$ cat src/rtl/register_16bit_unload_pkg.sv
// rtl/register_16bit_unload_pkg.sv - shared widths and state type for the 16-bit byte unloader
package register_16bit_unload_pkg;

    localparam int WORDW = 16;
    localparam int BYTEW = 8;

    // Which byte of the held word is currently on the byte port
    typedef enum logic [1:0] {
        IDLE       = 2'd0,
        SENDFIRST  = 2'd1,
        SENDSECOND = 2'd2
    } unload_state_t;

endpackage : register_16bit_unload_pkg

$ cat src/rtl/register_16bit_unload.sv
// rtl/register_16bit_unload.sv - unloads a 16-bit word as two tagged bytes over valid/ready
module register_16bit_unload
    import register_16bit_unload_pkg::*;
#(
    parameter bit HIGHFIRST = 1'b1
) (
    input  logic             clock,
    input  logic             reset,
    input  logic [WORDW-1:0] wordin,
    input  logic             wordvalid,
    output logic             wordready,
    output logic [BYTEW-1:0] byteout,
    output logic             bytevalid,
    input  logic             byteready,
    output logic             storehigh,
    output logic             storelow,
    output logic             busy
);

    unload_state_t    state_q, state_d;
    logic [WORDW-1:0] held_q, held_d;

    logic word_hs;
    logic byte_hs;
    logic high_sel;

    // Handshakes, ready and the byte mux; the byte side only looks at registered state
    always_comb begin
        wordready = reset && ((state_q == IDLE) ||
                              ((state_q == SENDSECOND) && byteready));
        bytevalid = (state_q != IDLE);
        busy      = (state_q != IDLE);
        word_hs   = wordvalid && wordready;
        byte_hs   = bytevalid && byteready;

        // The first byte is the high half exactly when HIGHFIRST is set
        high_sel  = bytevalid && ((state_q == SENDFIRST) == HIGHFIRST);
        storehigh = high_sel;
        storelow  = bytevalid && !high_sel;

        if (!bytevalid) begin
            byteout = '0;
        end else if (high_sel) begin
            byteout = held_q[WORDW-1:BYTEW];
        end else begin
            byteout = held_q[BYTEW-1:0];
        end
    end

    // Next-state: a new word is captured only on its handshake, so a changing wordin is ignored while busy
    always_comb begin
        state_d = state_q;
        held_d  = held_q;
        case (state_q)
            IDLE: begin
                if (word_hs) begin
                    held_d  = wordin;
                    state_d = SENDFIRST;
                end
            end
            SENDFIRST: begin
                if (byte_hs) begin
                    state_d = SENDSECOND;
                end
            end
            SENDSECOND: begin
                if (byte_hs) begin
                    if (word_hs) begin
                        held_d  = wordin;
                        state_d = SENDFIRST;
                    end else begin
                        state_d = IDLE;
                    end
                end
            end
            default: begin
                state_d = IDLE;
            end
        endcase
    end

    // State and holding registers; reset discards any partially sent word
    always_ff @(posedge clock) begin
        if (!reset) begin
            state_q <= IDLE;
            held_q  <= '0;
        end else begin
            state_q <= state_d;
            held_q  <= held_d;
        end
    end

endmodule : register_16bit_unload
$ cat config.mk
export PLATFORM = sky130hd
export DESIGN_NAME = register_16bit_unload
export DESIGN_NICKNAME = d
export VERILOG_FILES = /design/src/rtl/register_16bit_unload_pkg.sv /design/src/rtl/register_16bit_unload.sv
export SDC_FILE = /design/constraint.sdc
export NUM_CORES = 1
export LEC_CHECK = 0
export CAP_MARGIN = 5
export CORE_MARGIN = 5
export CORE_UTILIZATION = 45
export DETAILED_ROUTE_END_ITERATION = 8
export HOLD_SLACK_MARGIN = 0.05
export PLACE_DENSITY = 0.82
export SLEW_MARGIN = 20
export SYNTH_ARGS = -nofsm -noshare
export SYNTH_HDL_FRONTEND = slang
export SYNTH_SLANG_ARGS = --single-unit
$ cat constraint.sdc
create_clock -name clock -period 3.1 [get_ports clock]
set_input_delay 0.465 -clock clock [delete_from_list [all_inputs] [get_ports clock]]
set_output_delay 0.465 -clock clock [all_outputs]
set_load 0.01 [all_outputs]
==> insert_results.sql <==
INSERT INTO impl_metrics (metric_group, metric, value, unit) VALUES
('worst_setup_path', 'timing.critical_path.to_type', 'primary output', ''),
('detailed_routing', 'starting_drt_drc_count', '14', ''),
('clock_tree', 'post-cts-setup-buffer-count', '0', ''),
('placed_design', 'dpl.cell_count', '153', ''),
('pwr', 'total_leakage_power', '0.480', 'nW'),
('pwr', 'p_total', '0.000502', 'W'),
('detailed_routing', 'dr_wl_met3', '104', 'microns'),
('floorplanning', 'initial_utilization', '47.9', '%'),
('floorplanning', 'std_cell_rows', '15', ''),
('cells_and_area', 'fill_cells', '152', ''),
('worst_setup_path', 'critical_path_required', '2630', 'ps'),
('logic_synthesis', 'netlist_instances', '105', ''),
('worst_setup_path', 'crit_fanout', '9', ''),
('clock_tree', 'clockRootBuffer', 'sky130_fd_sc_hd__clkbuf_4', ''),
('worst_setup_path', 'critPathArrivalTime', '1970', 'ps'),
('hold_path', 'min_path_type', 'reg -> reg', ''),
('detailed_routing', 'drc', '0', ''),
('global_routing', 'grt.total_usage', '13.9', '%'),
('timing', 'final.min_clock_period', '2430', 'ps'),
('pwr', 'vdd_ir_drop_max', '0.000265', 'V'),
('clock_tree', 'cts_buffer_depth', '2', ''),
('timing', 'worst_slew_margin_rel', '46.5', '%'),
('cells_and_area', 'design.final.nets', '153', ''),
('clock_tree', 'holdBufCountCts', '0', ''),
('timing', 'hold_worst_slack', '459', 'ps'),
('floorplanning', 'dieWidth', '53.4', 'microns'),
('worst_setup_path', 'cp_cell_sequence', 'inv_1, nor2_1, a22o_1, clkdlybuf4s50_1', ''),
('timing', 'post-route-period-util', '78.5', '%'),
('floorplanning', 'floorplan.core_area', '1760', 'sq um'),
('clock_tree', 'num_cts_buffers', '3', ''),
('detailed_routing', 'drt-met1-wl', '815', 'microns'),
('timing', 'fmax', '411', 'MHz'),
('status', 'status', 'finished, final reports clean', ''),
('clock_tree', 'post_cts_resized', '0', ''),
('global_routing', 'grt_max_degree', '34', ''),
('cells_and_area', 'area_growth_syn_to_layout', '39.9', '%'),
('floorplanning', 'chipHeight', '53.4', 'microns'),
('worst_setup_path', 'critPathSlowestCell', 'sky130_fd_sc_hd__clkdlybuf4s50_1', ''),
('global_routing', 'grt_pass1_vias', '728', ''),
('detailed_routing', 'top_layer', 'met3', ''),
('logic_synthesis', 'post_synth.cell_area_avg', '8.06', 'sq um'),
('cells_and_area', 'antenna-diode-count', '0', ''),
('global_routing', 'grt-ovfl-total', '0', ''),
('worst_setup_path', 'worst_path_dominant_cell_family', 'buffers and inverters', ''),
('placed_design', 'finalWeightedCongestion', '0.710', ''),
('worst_setup_path', 'worstReg2RegStart', 'state_q[1]', ''),
('timing', 'setup_total_negative_slack', '0', 'ps'),
('floorplanning', 'design.die.area', '2850', 'sq um'),
('hold_path', 'timing.hold.worst_endpoint', 'held_q[4]', ''),
('placed_design', 'dpl.hpwl', '1410', 'microns'),
('clock_tree', 'htreeDepth', '1', ''),
('clock_tree', 'clock_slew_at_the_register_clock_pins_of_the_worst_setup_and_hold_paths', '100', 'ps'),
('cells_and_area', 'drive_gt1_share', '4.55', '%'),
('cells_and_area', 'area.sequential', '360', 'sq um'),
('worst_setup_path', 'start_kind', 'register', ''),
('worst_setup_path', 'rr_endpoint', 'held_q[14]', ''),
('worst_setup_path', 'r2r_slack', '1400', 'ps'),
('run', 'drv.max_cap_violation_count', '0', ''),
('detailed_routing', 'wire_per_inst', '11.9', 'microns'),
('clock_tree', 'clk_latency', '280', 'ps'),
('detailed_routing', 'drt-pass1-iter-count', '4', ''),
('detailed_routing', 'num_vias', '762', ''),
('cells_and_area', 'layout_utilization', '67.1', '%'),
('detailed_routing', 'route.met2.wl', '945', 'microns'),
('worst_setup_path', 'timing_worst_setup_path_type', 'reg -> out', ''),
('hold_path', 'timing.hold.worst_path_depth', '2', ''),
('detailed_routing', 'detail_route.wirelength', '1870', 'microns'),
('detailed_routing', 'vias_per_cell', '4.85', ''),
('worst_setup_path', 'worst_path_largest_cell_delay', '540', 'ps'),
('global_routing', 'grt_first_pass_wirelength', '2970', 'microns'),
('detailed_routing', 'drt.antenna.violating_nets', '0', '');
[cell usage in the layout, fill, tap and decap left out]
cell and n:
sky130_fd_sc_hd__nand2_1 42, sky130_fd_sc_hd__clkbuf_8 1, sky130_fd_sc_hd__inv_2 1, sky130_fd_sc_hd__clkbuf_4 3
sky130_fd_sc_hd__o211a_1 1, sky130_fd_sc_hd__nor3_1 1, sky130_fd_sc_hd__o21a_1 1, sky130_fd_sc_hd__a22o_1 4
sky130_fd_sc_hd__buf_4 1, sky130_fd_sc_hd__inv_1 1, sky130_fd_sc_hd__clkdlybuf4s50_1 32, sky130_fd_sc_hd__nor2_1 4
sky130_fd_sc_hd__mux2i_1 16, sky130_fd_sc_hd__dfxtp_1 18, sky130_fd_sc_hd__o21ai_0 6
[power by group]
group,switching [W],internal [W],leakage (nW),total (W)
Sequential,0.0000130,0.000248,0.148,0.000261
Clock,0.0000694,0.0000714,0.0210,0.000141
Combinational,0.0000417,0.0000586,0.311,0.000100
[stage by stage]
stage                     setup slack [ps]  area (sq um)
after floorplan                       1610           846
after global placement                 922          1150
after detailed placement               906          1150
after CTS                              696          1180
after global routing                   539          1180
final                                  668          1180
[cell usage after synthesis, drive strengths merged]
cell type / number / area, sq um
nand2: 42 / 158
dfxtp: 18 / 360
mux2i: 16 / 160
clkbuf: 6 / 22.5
o21ai: 6 / 30.0
a22o: 4 / 35.0
buf: 4 / 35.0
nor2: 4 / 15.0
inv: 2 / 7.50
nor3: 1 / 5.00
o211a: 1 / 10.0
o21a: 1 / 7.51
[logic make-up (layout without fill, tap and decap cells)]
family	after synthesis	count (layout)	synth area share [%]
flops	18	18	42.6
mux	16	16	18.9
compound gates	12	12	9.76
buf+inv	12	39	7.69
simple gates	47	47	21.0
[sequential cells by signal, summed over array words and instances, names as in the netlist]
register and flops:
held_q 16, state_q 2
[layer usage]
metal	vias to the layer above	GRT usage, %
met5	-	0
met4	0	3.40
met3	0	3.94
met2	20	25.1
met1	346	15.8
li1	396	-
[worst max path at each step]
| stage | end | slack [ps] | cells after the start |
|---|---|---|---|
| floorplan | byteout[0] | 1610 | 4 |
| global placement | wordready | 920 | 4 |
| detailed placement | wordready | 910 | 4 |
| CTS | byteout[0] | 700 | 4 |
| global route | byteout[0] | 540 | 4 |
| finish | byteout[0] | 670 | 4 |
[layout make-up]
| class | instances | area share [%] |
|---|---|---|
| clock buffers | 4 | 3.07 |
| well taps | 25 | 2.64 |
| multi-input cells | 75 | 35.5 |
| repair buffers | 33 | 27.7 |
| flip-flops and latches | 18 | 30.4 |
| inverters | 2 | 0.634 |
[worst register-to-register path, delay by kind of cell, from the launching register on]
kind            cells  cell delay (ps)
mux                 1              240
compound gates      1              560
flops               1              660
buf+inv             1              100
Note: power is estimated with default switching activity, not from simulation.
